<file path="src/rtl/pet_stats_engine_if.sv">
// Action channel from the button decoder into the pet stat engine.
// Ports: act_valid/act_ready handshake, act_stat target index, act_op opcode
// (00 sub, 01 add, 10 set, 11 clear), act_amount operand (STAT_W bits).
interface pet_stats_engine_if #(
    parameter int STAT_W = 4
);
    logic              act_valid;
    logic              act_ready;
    logic [3:0]        act_stat;
    logic [1:0]        act_op;
    logic [STAT_W-1:0] act_amount;

    // Button decoder side.
    modport master (
        output act_valid,
        output act_stat,
        output act_op,
        output act_amount,
        input  act_ready
    );

    // Stat engine side.
    modport slave (
        input  act_valid,
        input  act_stat,
        input  act_op,
        input  act_amount,
        output act_ready
    );
endinterface

</file>
<file path="src/rtl/pet_stats_engine.sv">
// Purpose: NUM_STATS saturating pet stats, random drift on a programmable tick, adjusted by actions.
// Latency: accepted action or drift lands on the next clock edge; act_err pulses the cycle after acceptance.
// Backpressure: act_ready drops for exactly one cycle per tick while the pending drift is applied.
//
// Ports:
//   clk, reset       - clock, synchronous active-high reset
//   pause            - freezes the tick counter; actions and an already pending drift still proceed
//   random           - LFSR value, low bits pick the drift target in the tick cycle
//   act              - action channel (slave side of pet_stats_engine_if)
//   stats            - packed stat vector, stat i at [i*STAT_W +: STAT_W]
//   alarm            - bit i set while stat i >= ALARM_LEVEL
//   tick             - high during the cycle the tick counter wraps
//   act_err          - one-cycle pulse after an action with an out-of-range index is accepted
module pet_stats_engine #(
    parameter int NUM_STATS   = 6,
    parameter int STAT_W      = 4,
    parameter int TICK_DIV    = 1000,
    parameter int DRIFT_STEP  = 1,
    parameter int RESET_VAL   = 0,
    parameter int ALARM_LEVEL = 12
) (
    input  logic                        clk,
    input  logic                        reset,
    input  logic                        pause,
    input  logic [7:0]                  random,
    pet_stats_engine_if.slave           act,
    output logic [NUM_STATS*STAT_W-1:0] stats,
    output logic [NUM_STATS-1:0]        alarm,
    output logic                        tick,
    output logic                        act_err
);

    localparam int SEL_W = $clog2(NUM_STATS);
    localparam int CNT_W = $clog2(TICK_DIV);

    localparam logic [CNT_W-1:0]  CNT_LAST  = CNT_W'(TICK_DIV - 1);
    localparam logic [STAT_W-1:0] STAT_MAX  = '1;
    localparam logic [STAT_W-1:0] STAT_RST  = STAT_W'(RESET_VAL);
    // A drift step larger than the stat range simply saturates, so clip it once here.
    localparam logic [STAT_W-1:0] DRIFT_AMT =
        STAT_W'((DRIFT_STEP >= 2**STAT_W) ? (2**STAT_W - 1) : DRIFT_STEP);
    // One extra bit so a threshold just above the stat range means "never alarm".
    localparam logic [STAT_W:0]   ALARM_THR =
        (STAT_W+1)'((ALARM_LEVEL > 2**STAT_W) ? 2**STAT_W : ALARM_LEVEL);

    localparam logic [1:0] OP_SUB = 2'b00;
    localparam logic [1:0] OP_ADD = 2'b01;
    localparam logic [1:0] OP_SET = 2'b10;
    localparam logic [1:0] OP_CLR = 2'b11;

    logic [CNT_W-1:0]  tick_cnt;
    logic              drift_pend;
    logic [SEL_W-1:0]  drift_sel;
    logic [STAT_W-1:0] stat_q [NUM_STATS];
    logic [STAT_W-1:0] stat_d [NUM_STATS];
    logic              act_fire;
    logic              act_bad;

    // Only the low SEL_W bits of the LFSR select the drift target.
    logic unused_random;
    assign unused_random = ^random[7:SEL_W];

    function automatic logic [STAT_W-1:0] sat_add(input logic [STAT_W-1:0] a,
                                                  input logic [STAT_W-1:0] b);
        logic [STAT_W:0] sum;
        sum = {1'b0, a} + {1'b0, b};
        return sum[STAT_W] ? STAT_MAX : sum[STAT_W-1:0];
    endfunction

    // Borrow out of the STAT_W+1 bit difference means the result went negative.
    function automatic logic [STAT_W-1:0] sat_sub(input logic [STAT_W-1:0] a,
                                                  input logic [STAT_W-1:0] b);
        logic [STAT_W:0] diff;
        diff = {1'b0, a} - {1'b0, b};
        return diff[STAT_W] ? '0 : diff[STAT_W-1:0];
    endfunction

    // The drift cycle is the only cycle the engine refuses actions, which keeps
    // drift and action updates mutually exclusive.
    assign act.act_ready = ~drift_pend;
    assign act_fire      = act.act_valid & ~drift_pend;
    assign act_bad       = ({1'b0, act.act_stat} >= 5'(NUM_STATS));
    assign tick          = (tick_cnt == CNT_LAST) & ~pause;

    always_comb begin
        for (int i = 0; i < NUM_STATS; i++) begin
            stat_d[i] = stat_q[i];
            if (drift_pend) begin
                // Selectors at or beyond NUM_STATS never match: the tick is consumed.
                if (drift_sel == SEL_W'(i)) begin
                    stat_d[i] = sat_add(stat_q[i], DRIFT_AMT);
                end
            end else if (act_fire && (act.act_stat == 4'(i))) begin
                case (act.act_op)
                    OP_SUB:  stat_d[i] = sat_sub(stat_q[i], act.act_amount);
                    OP_ADD:  stat_d[i] = sat_add(stat_q[i], act.act_amount);
                    OP_SET:  stat_d[i] = act.act_amount;
                    OP_CLR:  stat_d[i] = '0;
                    default: stat_d[i] = stat_q[i];
                endcase
            end
        end
    end

    always_ff @(posedge clk) begin
        if (reset) begin
            tick_cnt   <= '0;
            drift_pend <= 1'b0;
            drift_sel  <= '0;
            act_err    <= 1'b0;
            for (int i = 0; i < NUM_STATS; i++) begin
                stat_q[i] <= STAT_RST;
            end
        end else begin
            if (!pause) begin
                tick_cnt <= tick ? '0 : tick_cnt + CNT_W'(1);
            end
            // TICK_DIV >= 2 guarantees a tick never lands while a drift is pending.
            if (tick) begin
                drift_pend <= 1'b1;
                drift_sel  <= random[SEL_W-1:0];
            end else if (drift_pend) begin
                drift_pend <= 1'b0;
            end
            act_err <= act_fire & act_bad;
            for (int i = 0; i < NUM_STATS; i++) begin
                stat_q[i] <= stat_d[i];
            end
        end
    end

    genvar g;
    generate
        for (g = 0; g < NUM_STATS; g++) begin : g_out
            assign stats[g*STAT_W +: STAT_W] = stat_q[g];
            assign alarm[g]                  = ({1'b0, stat_q[g]} >= ALARM_THR);
        end
    endgenerate

endmodule
</file>
<file path="src/flat_wrapper.sv">
// flat-port wrapper written by rule: the top's interface ports become plain ports
module pet_stats_engine_flat 
#(
    parameter int NUM_STATS   = 6,
    parameter int STAT_W      = 4,
    parameter int TICK_DIV    = 1000,
    parameter int DRIFT_STEP  = 1,
    parameter int RESET_VAL   = 0,
    parameter int ALARM_LEVEL = 12
)
  (clk, reset, pause, random, stats, alarm, tick, act_err, act_act_valid, act_act_stat, act_act_op, act_act_amount, act_act_ready);
  pet_stats_engine_if #(.STAT_W(STAT_W)) act_i ();
  input  logic clk;
  input  logic reset;
  input  logic pause;
  input  logic [7:0] random;
  output logic [NUM_STATS*STAT_W-1:0] stats;
  output logic [NUM_STATS-1:0] alarm;
  output logic tick;
  output logic act_err;
  input wire logic [$bits(act_i.act_valid)-1:0] act_act_valid;
  input wire logic [$bits(act_i.act_stat)-1:0] act_act_stat;
  input wire logic [$bits(act_i.act_op)-1:0] act_act_op;
  input wire logic [$bits(act_i.act_amount)-1:0] act_act_amount;
  output wire logic [$bits(act_i.act_ready)-1:0] act_act_ready;
  assign act_i.act_valid = act_act_valid;
  assign act_i.act_stat = act_act_stat;
  assign act_i.act_op = act_act_op;
  assign act_i.act_amount = act_act_amount;
  assign act_act_ready = act_i.act_ready;
  pet_stats_engine #(.NUM_STATS(NUM_STATS), .STAT_W(STAT_W), .TICK_DIV(TICK_DIV), .DRIFT_STEP(DRIFT_STEP), .RESET_VAL(RESET_VAL), .ALARM_LEVEL(ALARM_LEVEL)) u_core (.clk(clk), .reset(reset), .pause(pause), .random(random), .act(act_i), .stats(stats), .alarm(alarm), .tick(tick), .act_err(act_err));
endmodule
</file>
<file path="config.mk">
export PLATFORM = sky130hd
export DESIGN_NAME = pet_stats_engine_flat
export DESIGN_NICKNAME = d
export VERILOG_FILES = /design/src/rtl/pet_stats_engine_if.sv /design/src/rtl/pet_stats_engine.sv /design/src/flat_wrapper.sv
export SDC_FILE = /design/constraint.sdc
export NUM_CORES = 1
export LEC_CHECK = 0
export ABC_CLOCK_PERIOD_IN_PS = 7360
export CAP_MARGIN = 20
export CELL_PAD_IN_SITES_DETAIL_PLACEMENT = 1
export CELL_PAD_IN_SITES_GLOBAL_PLACEMENT = 2
export CORE_AREA = 2 2 124 126
export DETAILED_ROUTE_END_ITERATION = 6
export DIE_AREA = 0 0 126 128
export HOLD_SLACK_MARGIN = 0.15
export PLACE_DENSITY = 0.83
export SLEW_MARGIN = 20
export SYNTH_ARGS = -nofsm -noshare
export SYNTH_HDL_FRONTEND = slang
export SYNTH_SLANG_ARGS = --single-unit
</file>
<file path="constraint.sdc">
create_clock -name clk -period 7.36 [get_ports clk]
set_clock_uncertainty 0.2 [all_clocks]
set_input_delay 1.472 -clock clk [delete_from_list [all_inputs] [get_ports clk]]
set_output_delay 1.472 -clock clk [all_outputs]
set_load 0.005 [all_outputs]
</file>
# Word level (Yosys, flattened, before mapping)
# Memory sizes are Yosys's and may differ from the RTL's.
# Index checks and enable logic that the tools add are counted.
# op_classes
addsub	19
mul	0
n_div	0
n_lt_le_gt_ge	7
eq_ne	14
n_shift	0
muxes	53
bitwise_logic	11
n_reduce_logical	9
# ops
operator	count
2-to-1 mux 4 bit	42
one-hot mux 4 bit (4 select lines)	6
adder 4 x 1 -> 5 bit (second input constant)	6
adder 4 x 4 -> 5 bit	6
subtractor 4 x 4 -> 5 bit	6
>= comparator 4 bit (second input constant)	6
adder 10 x 1 -> 10 bit (second input constant)	1
equality test 10 bit (second input constant)	1
2-to-1 mux 10 bit	1
equality test 4 x 2 -> 1 bit (second input constant)	2
equality test 4 x 3 -> 1 bit (second input constant)	2
equality test 3 x 2 -> 1 bit (second input constant)	2
equality test 3 bit (second input constant)	2
logical AND 1 bit	6
bitwise OR 1 bit	6
equality test 2 bit (second input constant)	2
equality test 4 x 1 -> 1 bit (second input constant)	1
>= comparator 4 x 3 -> 1 bit (second input constant)	1
zero test 4 bit	1
2-to-1 mux 1 bit	4
AND 1 bit	3
equality test 3 x 1 -> 1 bit (second input constant)	1
zero test 3 bit	1
equality test 2 x 1 -> 1 bit (second input constant)	1
other kinds (2)	3
# word_totals
reg_bits	15
latchBits	0
mem_bits_rw	24
romBits	0
inputBits	22
output_inout_bits	33
elab_cells	118
n_memories	1
# mem_list
name	words	width	rd	rd_ports_with_merged_regs	write_ports	line_no	text
u_core.stat_q	6	4	6	0	6	pet_stats_engine.sv:54	logic [STAT_W-1:0] stat_q [NUM_STATS];

# Longest topological paths before layout
# Gate-level depths: netlist of the first run.
# depth
word_depth	6
ltp_mapped	9
ltp_nobuf	9

# Worst setup path before layout of the first run
# Ideal clock, no wire load.
# synth_timing
path_type	input -> register
startpoint	input port act_act_amount[1]
endpoint	memory u_core.stat_q[1][2]
setup_time_ns	0.067
arrival_time_ns	3.461
required_ns	7.093
path_slack_ns	3.632
path_stages	7
n_path_buf	0
path_cell_list	inv_1 -> fa_1 -> a211oi_1 -> nor4_1 -> a21boi_0 -> a221o_1 -> a21oi_2
# synth_rtl
item	line_no	text
start: declaration	flat_wrapper.sv:24	input wire logic [$bits(act_i.act_amount)-1:0] act_act_amount;
end: declaration	pet_stats_engine.sv:54	

# Worst setup path after layout of the first run
# layout_timing
startpoint	input port pause
endpoint	output port tick
# layout_via
elab_chain_cells	2
# layout_rtl
item	line_no	text
start: declaration	flat_wrapper.sv:15	input logic pause;
inverter 1 bit	pet_stats_engine.sv:83	assign tick = (tick_cnt == CNT_LAST) & ~pause;
AND 1 bit	pet_stats_engine.sv:83	
end: declaration	flat_wrapper.sv:19	output logic tick;
# No other way between the ends.

==> results.md, run 1 <==
- Syn. warnings: 0
- Setup crit start kind: input pin
- Initial Util: 0.293
- Seq/Total Area, Yosys: 0.179
- Buf/Inv on CP: 2
- CP top delay family: buffers and inverters
- Gpl congestion: 0.876
- Register area: 781 sq um
- CTS tree: done
- Worst-path fanout max: 7
- Crit path DAT: about 3.0 ns
- Worst-Skew Late Latency: 0.30 ns
- Period minus WS final: roughly 4.7 ns
- DP Wirelength: 10,100 um
- Unrepaired setup endpoints after global routing: false
- Vias: roughly 4,200
- Die H: 128 um
- Dpl cells: 753
- Filler instances: 1,810
- Layout Cells excl Fill: around 760
- Pwr dens: 108 nW/um^2
- HP Class: reg2reg
- Most frequent cells after synthesis: nor2_1 (58), ha_1 (55), dfxtp_1 (39), inv_1 (38), a21oi_1 (35)
- Tightest Pin Transition: 1.10 ns
- DRT iter0 DRCs: 185
- Initial antenna violation count: 0
- Area of the multi-input gates: 3360 sq um
- Syn Inst Count: between 500 and 600
- Vias in the first global route: 4,379
- Postcts setup bufs: 0
- Layout area overhead: 18.6%
- CP cell instances: clkdlybuf4s50_1, nand3b_1, nor3_1, clkdlybuf4s50_1
- Num Clock Sinks: 39
- Syn_nets: 622
- Yosys top cell area share: 0.179
- Leading area contributor after synthesis: dfxtp_1
- Grt total ovfl: 0
- All-layer global routing usage: 0.172
- Die ar.: 16,100 sq um
- Net count, final: 661
- Residual DRC count: 0
- Status: complete, no violations
- Count leader, synth: nor2_1
- Worst vdd ir: 0.0692 mV
- Layout cells sized above 1: 0.0506
- Vias per cell: 5.46
- Root Buffer: clkbuf_16
- Setup TNS: 0 ns
- Leakage power: 1.98 nW
- Final antenna-violating net count: 0
- Most used cell, CP: clkdlybuf4s50_1
- Crit end category: output port
- Syn Area/Cell: 8.18 sq um
- Core area: 14,900 sq um
- CTS buffer count: 5
- Hold buffers post-CTS: 0
- Pins Over Slew Limit: 0
- Synthesized area: 4360 sq um
- Fmax: between 200 and 250 MHz
- Antenna Cells: 0
- Port bufs: 49
- # setup viols final: 0
- Max incr delay on CP: about 0.54 ns
- CTS Buffer Depth: 2
- Die width: 126 um
- Slew headroom: 0.265
- Post-synth EDFFs: 0
- H-tree Lvls: 2
- Cell variety after synth: 47
- Max Cap Viol: 0
- Hold Vio Cnt, Final: 0
- Area after DPL: 5020 sq um
- Async SR Flop Fraction: 0
- #FFs+latches synth: 39
- First-pass GRT wire length: 22,400 um
- CTS resizes: 0
- WL/cell: 18.1 um
- Num rows: 45
- Clock transition at the registers of the reported paths: 0.07 ns
- Crit Path Class: in2out
- Drt pass-1 iters: 5
- Synth Flop Type: dfxtp_1
- Fin area: 5170 sq um
- Crit-path slowest cell: clkdlybuf4s50_1
- Ranking of synthesized cells by area: dfxtp_1 (18%), ha_1 (16%), fa_1 (5.5%)
- Final period util: 0.640
- Total Power: 0.560 mW
- Worst Path Required: 5.69 ns
- Drt total wl: 13,800 um
- I/O pins: 55
- Pin count of the biggest net entering global routing: 36
==> sequential cells by signal (all words and copies together) (netlist names) <==
signal,count
u_core.drift_pend,1
u_core.tick_cnt,10
u_core.act_err,1
u_core.stat_q,24
u_core.drift_sel,3
==> worst paths after layout <==
path	start	endpoint	slack, ns	depth (start not counted)
max	pause	tick	2.65	4
min	u_core.tick_cnt[7]$_SDFFE_PP0N_	u_core.tick_cnt[7]$_SDFFE_PP0N_	0.32	2
max reg2reg	u_core.stat_q[0][0]$_SDFFE_PP0P_	u_core.stat_q[0][2]$_SDFFE_PP0P_	4.67	9
min reg2reg	u_core.tick_cnt[7]$_SDFFE_PP0N_	u_core.tick_cnt[7]$_SDFFE_PP0N_	0.32	2
==> final cells by class <==
class,count,area share
multi-input combinational,437,0.649
sequential,39,0.151
timing repair buffer,51,0.0978
tap,188,0.0455
inverter,38,0.0276
clock buffer,5,0.0242
clock inverter,3,0.00460
==> worst reg2reg max path, cell delays in order, from the launching register on <==
cell and delay, ns:
dfxtp_1 0.47, inv_1 0.07, ha_1 0.20, inv_1 0.07, fa_1 0.23, a211oi_1 0.10, nor4_1 0.50, a21boi_0 0.23
a221o_1 0.40, a21oi_1 0.15
==> where the power goes <==
| part | switching [mW] | leakage (nW) | internal, mW |
|---|---|---|---|
| sequential | 0.00341 | 0.315 | 0.213 |
| clock | 0.108 | 0.0664 | 0.127 |
| combinational | 0.0641 | 1.60 | 0.0444 |
| total | 0.175 | 1.98 | 0.385 |
==> per-layer routing <==
metal / GRT usage / routed length (um)
met5: 0 / 0
met4: 0.0485 / 259
met3: 0.0334 / 566
met2: 0.314 / 6910
met1: 0.206 / 6040
==> cell families (layout without fill, tap and decap cells) <==
kind of cell	count (synthesis)	count (layout)	synth area share
AO/OA/AOI/OAI	141	141	0.243
XOR/XNOR	18	18	0.0362
adder cells (fa/ha/maj)	67	67	0.213
buffers and inverters	57	97	0.0508
flip-flops	39	39	0.179
multiplexers	15	15	0.0353
AND/OR/NAND/NOR	196	196	0.243
==> placed cells by master (no fill, tap or decap), types with 18 or more instances in the layout <==
master and n:
nor2_1 58, ha_1 55, clkdlybuf4s50_1 49, dfxtp_1 39
inv_1 37, a21oi_1 35, nand2_1 25, nand3b_1 23
a211oi_1 18, o21ai_0 18
==> metrics by stage <==
stage	setup slack [ns]	util	hold WS, ns
6_report	2.65	0.348	0.316
5_1_grt	2.51	0.348	0.347
4_1_cts	2.49	0.348	0.321
3_5_place_dp	2.17	0.338	0.309
3_3_place_gp	2.28	0.338	0.285
2_1_floorplan	3.63	-	0.271
Note: power is estimated with default switching activity, not from simulation.
==> run 2: changes to the inputs <==
- ABC_CLOCK_PERIOD_IN_PS: 7360 -> 4500
- clock period: 7.36 -> 4.5 ns (I/O delays scaled with it)
==> results.md, run 2 (synthesis gave the netlist of run 1 again) <==
- CTS buffer count: 5 (unchanged)
- Grt total ovfl: 0 (unchanged)
- Net count, final: 673 (+1.8%)
- Pin count of the biggest net entering global routing: 50 (+39%)
- Die width: 126 um (unchanged)
- Top Registers: u_core.stat_q (24), u_core.tick_cnt (10), u_core.drift_sel (3)
- Setup crit start kind: input pin
- # setup viols final: 0 (unchanged)
- Most used cell, CP: a211oi_1
- R2r setup slk: 1.89 ns (-2.78 ns)
- HP Class: reg2reg
- Worst-path fanout max: 13 (+6)
- Worst vdd ir: 0.163 mV (+140%)
- Final period util: 0.813
- Hold buffers post-CTS: 0 (unchanged)
- DP Wirelength: 10,600 um (+5.2%)
- Die ar.: 16,100 sq um (unchanged)
- Slew headroom: 0.518 (+0.253)
- Area after DPL: 5110 sq um (+1.8%)
- Final antenna-violating net count: 0 (unchanged)
- Fin area: 5260 sq um (+1.7%)
- Int Pwr: 0.635 mW (+65%)
- Num rows: 45 (unchanged)
- Most frequent cells in the layout: nor2_1 (58), ha_1 (55), clkdlybuf4s50_1 (49)
- Hold Vio Cnt, Final: 0 (unchanged)
- Residual DRC count: 0 (unchanged)
- Layout cells sized above 1: 0.0684 (+0.0178)
- Register share of total power: 0.382 (-0.005)
- Vias in the first global route: 4,509 (+3.0%)
- Buf/Inv on CP: 3 (+1)
- Switching Power: 0.292 mW (+67%)
- Pins Over Slew Limit: 0 (unchanged)
- Antenna Cells: 0 (unchanged)
- Root Buffer: clkbuf_16
- Postcts setup bufs: 0 (unchanged)
- Max incr delay on CP: 0.93 ns (+0.39 ns)
- Gate power share: 0.202 (+0.008)
- Port bufs: 49 (unchanged)
- Power share of the clock group: 0.416 (-0.003)
- Pwr dens: 176 nW/um^2 (+63%)
- Register area: 781 sq um (unchanged)
- CP cell instances: clkdlybuf4s50_1, ha_1, inv_1, fa_1, a211oi_1, nor4_1, buf_4, a211oi_1, o41ai_2
- Layout area overhead: 20.7%
- Vias: 4,203 (+1.2%)
- Drt total wl: 14,300 um (+3.8%)
- Initial antenna violation count: 0 (unchanged)
- Initial Util: 0.293 (unchanged)
- Clock transition at the registers of the reported paths: 0.07 ns (about the same)
- Crit-path slowest cell: clkdlybuf4s50_1
- Unrepaired setup endpoints after global routing: false
- Period minus WS final: between 3 and 4 ns
- All-layer global routing usage: 0.180 (+0.00789)
- WL/cell: 18.5 um (+2.2%)
- DRT iter0 DRCs: 191 (+3.2%)
- Sw frac: 0.315 (+0.00212)
- Gpl congestion: 0.869 (-0.72%)
- Crit Path Class: in2reg
- CTS Buffer Depth: 2 (unchanged)
- Worst Path Required: 4.47 ns (-1.22 ns)
- H-tree Lvls: 2 (unchanged)
- Setup TNS: 0 ns (unchanged)
- Crit path DAT: 3.63 ns (+0.59 ns)
- Fmax: 273 MHz
- Status: complete, no violations
- Core area: 14,900 sq um (unchanged)
- CP top delay family: buffers and inverters
- CTS resizes: 0 (unchanged)
- I/O pins: 55 (unchanged)
- Number of flip-flops in the largest register: 24 (unchanged)
- Area of the multi-input gates: 3360 sq um (unchanged)
- Tightest Pin Transition: 0.720 ns (-0.380 ns)
- Worst-Skew Late Latency: 0.30 ns (about the same)
- Most common cell after layout, fill and taps aside: nor2_1
- CTS tree: done
- Vias per cell: 5.44 (-0.42%)
- Crit end category: flop
- Leakage power: 2.04 nW (+3.1%)
- Num Clock Sinks: 39 (unchanged)
- Filler instances: 1,792 (-0.99%)
- Max Cap Viol: 0 (unchanged)
- Largest Register: u_core.stat_q
- Die H: 128 um (unchanged)
- First-pass GRT wire length: 23,400 um (+4.5%)
- Drt pass-1 iters: 4 (-1)
## run 2: metal layers
layer	global-route usage	routed length, um	share of wire
met5	0	0	0
met4	0.0653	361	0.025
met3	0.0280	473	0.033
met2	0.317	6840	0.48
met1	0.223	6620	0.46
## run 2: tightest hold or removal path: stages (launching register included)
cell and delay (ns):
dfxtp_1 0.33, o21ai_0 0.07, a21oi_1 0.06
## run 2: final timing paths
| check | startpoint | to | cells past startpoint |
|---|---|---|---|
| max | act_act_amount[0] | u_core.stat_q[1][1]$_SDFFE_PP0P_ | 9 |
| min | u_core.tick_cnt[7]$_SDFFE_PP0N_ | u_core.tick_cnt[7]$_SDFFE_PP0N_ | 2 |
| max reg2reg | u_core.stat_q[0][0]$_SDFFE_PP0P_ | u_core.stat_q[0][2]$_SDFFE_PP0P_ | 9 |
| min reg2reg | u_core.tick_cnt[7]$_SDFFE_PP0N_ | u_core.tick_cnt[7]$_SDFFE_PP0N_ | 2 |
## run 2: stage by stage
| stage | total power [mW] | worst slack, ns | util | hold slack [ns] | cells |
|---|---|---|---|---|---|
| after floorplan | 0.473 | 1.34 | - | 0.271 | 533 |
| after global placement | 0.539 | 0.569 | 0.344 | 0.287 | 765 |
| after detailed placement | 0.548 | 0.498 | 0.344 | 0.306 | 765 |
| after CTS | 0.936 | 0.814 | 0.354 | 0.315 | 773 |
| after global routing | 0.968 | 0.526 | 0.354 | 0.359 | 773 |
| final | 0.927 | 0.840 | 0.354 | 0.312 | 773 |
## run 2: layout make-up
type	instances	area share
clock buffer	5	0.0238
clock inverter	3	0.00452
inverter	38	0.0271
multi-input combinational	437	0.638
sequential	39	0.148
tap	188	0.0447
timing repair buffer	63	0.113
## run 2: power groups by stage
stage / clock network, mW / registers, mW / logic [mW]
floorplan: 0 / 0.361 / 0.112
global placement: 0 / 0.362 / 0.177
detailed placement: 0 / 0.362 / 0.186
CTS: 0.395 / 0.354 / 0.187
global route: 0.406 / 0.355 / 0.208
finish: 0.386 / 0.354 / 0.188
==> run 3: changes to the inputs <==
- ABC_CLOCK_PERIOD_IN_PS: 4500 -> 3500
- clock period: 4.5 -> 3.5 ns (I/O delays scaled with it)
==> results.md, run 3 (synthesis gave the netlist of run 1 again) <==
- Status: complete, no violations
- Hold buffers post-CTS: 0 (unchanged)
- Die width: 126 um (unchanged)
- WHS Path Cells: 2 (unchanged)
- Buf/Inv on CP: 2 (-1)
- # setup viols final: 0 (unchanged)
- All-layer global routing usage: 0.176 (-0.00444)
- Worst vdd ir: 0.162 mV (-1.0%)
- Num Clock Sinks: 39 (unchanged)
- Net count, final: 679 (+0.89%)
- Dpl cells: 771 (+0.78%)
- Postcts setup bufs: 0 (unchanged)
- Max Cap Viol: 0 (unchanged)
- Layout cells sized above 1: 0.0778 (+0.00946)
- Worst r2r dst: u_core.stat_q[1][2]$_SDFFE_PP0P_
- Die H: 128 um (unchanged)
- Filler instances: 1,821 (+1.6%)
- Residual DRC count: 0 (unchanged)
- Num rows: 45 (unchanged)
- Gpl congestion: 0.847 (-2.6%)
- Setup crit start kind: input pin
- CTS resizes: 0 (unchanged)
- HP Class: reg2reg
- Layout area overhead: 22.6%
- Drt total wl: 14,000 um (-2.2%)
- Vias per cell: 5.45 (+0.29%)
- Crit end category: output port
- Unrepaired setup endpoints after global routing: false
- GR peak layer: met2
- R2R depth: 9 (unchanged)
- Fmax: 318 MHz
- Port bufs: 49 (unchanged)
- DP Wirelength: 10,500 um (-0.73%)
- Grt total ovfl: 0 (unchanged)
- Final period util: 0.899
- Clock transition at the registers of the reported paths: 0.06 ns (about the same)
- Area after DPL: 5190 sq um (+1.6%)
- I/O pins: 55 (unchanged)
- GR Util met1: 0.228 (+0.00422)
- Area of the multi-input gates: 3360 sq um (unchanged)
- Crit Path Class: in2out
- CTS tree: done
- Vias in the first global route: 4,468 (-0.91%)
- Die ar.: 16,100 sq um (unchanged)
- Pwr dens: 226 nW/um^2 (+28%)
- First-pass GRT wire length: 23,100 um (-1.4%)
- Antenna Cells: 0 (unchanged)
- Setup TNS: 0 ns (unchanged)
- Crit path DAT: 2.25 ns (-1.38 ns)
- Root Buffer: clkbuf_16
- Period minus WS final: 3.15 ns
- CP cell instances: clkdlybuf4s50_1, nand3b_1, nor3_1, clkdlybuf4s50_1
- H-tree Lvls: 2 (unchanged)
- Hold Vio Cnt, Final: 0 (unchanged)
- Initial antenna violation count: 0 (unchanged)
- Initial Util: 0.293 (unchanged)
- Met2 GRT Util: 0.305 (-0.0127)
- Final Core Density: 0.359 (+0.00556)
- Slew headroom: 0.577 (+0.0586)
- Number of flip-flops in the largest register: 24 (unchanged)
- Most used cell, CP: clkdlybuf4s50_1
- Worst Path Required: 2.60 ns (-1.87 ns)
- Most frequent cells in the layout: nor2_1 (58), ha_1 (55), clkdlybuf4s50_1 (49)
- Grt met3 use: 0.0188 (-0.00918)
- Fin area: 5340 sq um (+1.6%)
- Pre-CTS setup slack: 0.117 ns (-0.381 ns)
- Final setup margin: 0.354 ns (-0.486 ns)
- CTS buffer count: 5 (unchanged)
- Top Registers: u_core.stat_q (24), u_core.tick_cnt (10), u_core.drift_sel (3)
- Leakage power: 2.08 nW (+2.0%)
- R2r setup slk: 0.87 ns (-1.02 ns)
- Drt pass-1 iters: 4 (unchanged)
- DRT iter0 DRCs: 204 (+6.8%)
- Worst-Skew Late Latency: 0.30 ns (about the same)
- Tightest Pin Transition: 0.633 ns (-0.0876 ns)
- Hold Path Sink: u_core.drift_pend$_SDFF_PP0_
- Register area: 781 sq um (unchanged)
- Vias: 4,248 (+1.1%)
- Worst-path fanout max: 7 (-6)
- Pin count of the biggest net entering global routing: 36 (-28%)
- CP top delay family: buffers and inverters
- Layout Cells excl Fill: 779 (+0.78%)
- Max incr delay on CP: 0.53 ns (-0.40 ns)
- Core area: 14,900 sq um (unchanged)
- Hold Startpoint: u_core.tick_cnt[9]$_SDFFE_PP0N_
- Crit-path slowest cell: clkdlybuf4s50_1
- Final antenna-violating net count: 0 (unchanged)
- Pins Over Slew Limit: 0 (unchanged)
- CTS Buffer Depth: 2 (unchanged)
- WL/cell: 17.9 um (-3.0%)
- Largest Register: u_core.stat_q
- Most common cell after layout, fill and taps aside: nor2_1
- R2r startpoint: u_core.stat_q[1][0]$_SDFFE_PP0P_
[run 3: metal layers]
metal	vias up	wire [um]
met5	-	0
met4	0	198
met3	17	489
met2	84	6840
met1	2093	6450
li1	2054	-
[run 3: worst reg2reg max path, cell delays in order, from the launching register on]
cell and delay [ns]:
dfxtp_1 0.48, inv_1 0.12, ha_1 0.20, inv_1 0.07
fa_1 0.24, a211oi_1 0.10, nor4_1 0.47, a21boi_0 0.18
a221o_1 0.39, a21oi_2 0.12
[run 3: metrics by stage]
stage | hold slack, ns | total power [mW]
6_report | 0.315 | 1.20
5_1_grt | 0.353 | 1.26
4_1_cts | 0.323 | 1.22
3_5_place_dp | 0.310 | 0.714
3_3_place_gp | 0.287 | 0.703
2_1_floorplan | 0.271 | 0.608
[run 3: layout make-up]
class / instances / area share
multi-input combinational: 437 / 0.628
sequential: 39 / 0.146
clock inverter: 3 / 0.00445
tap: 188 / 0.0440
clock buffer: 5 / 0.0234
inverter: 38 / 0.0267
timing repair buffer: 69 / 0.127
[run 3: power breakdown]
part | switching (mW) | internal [mW]
Clock | 0.233 | 0.268
Combinational | 0.139 | 0.110
Sequential | 0.00730 | 0.448
Total | 0.379 | 0.825
[run 3: how the worst max path moves through the flow]
stage	to	cells past startpoint	slack, ns	start
final	tick	4	0.35	pause
after global routing	tick	4	0.23	pause
after CTS	tick	4	0.34	pause
after detailed placement	u_core.stat_q[1][2]$_SDFFE_PP0P_	10	0.12	act_act_amount[0]
after global placement	u_core.stat_q[2][2]$_SDFFE_PP0P_	10	0.17	act_act_amount[0]
after floorplan	u_core.stat_q[1][2]$_SDFFE_PP0P_	7	0.54	act_act_amount[1]
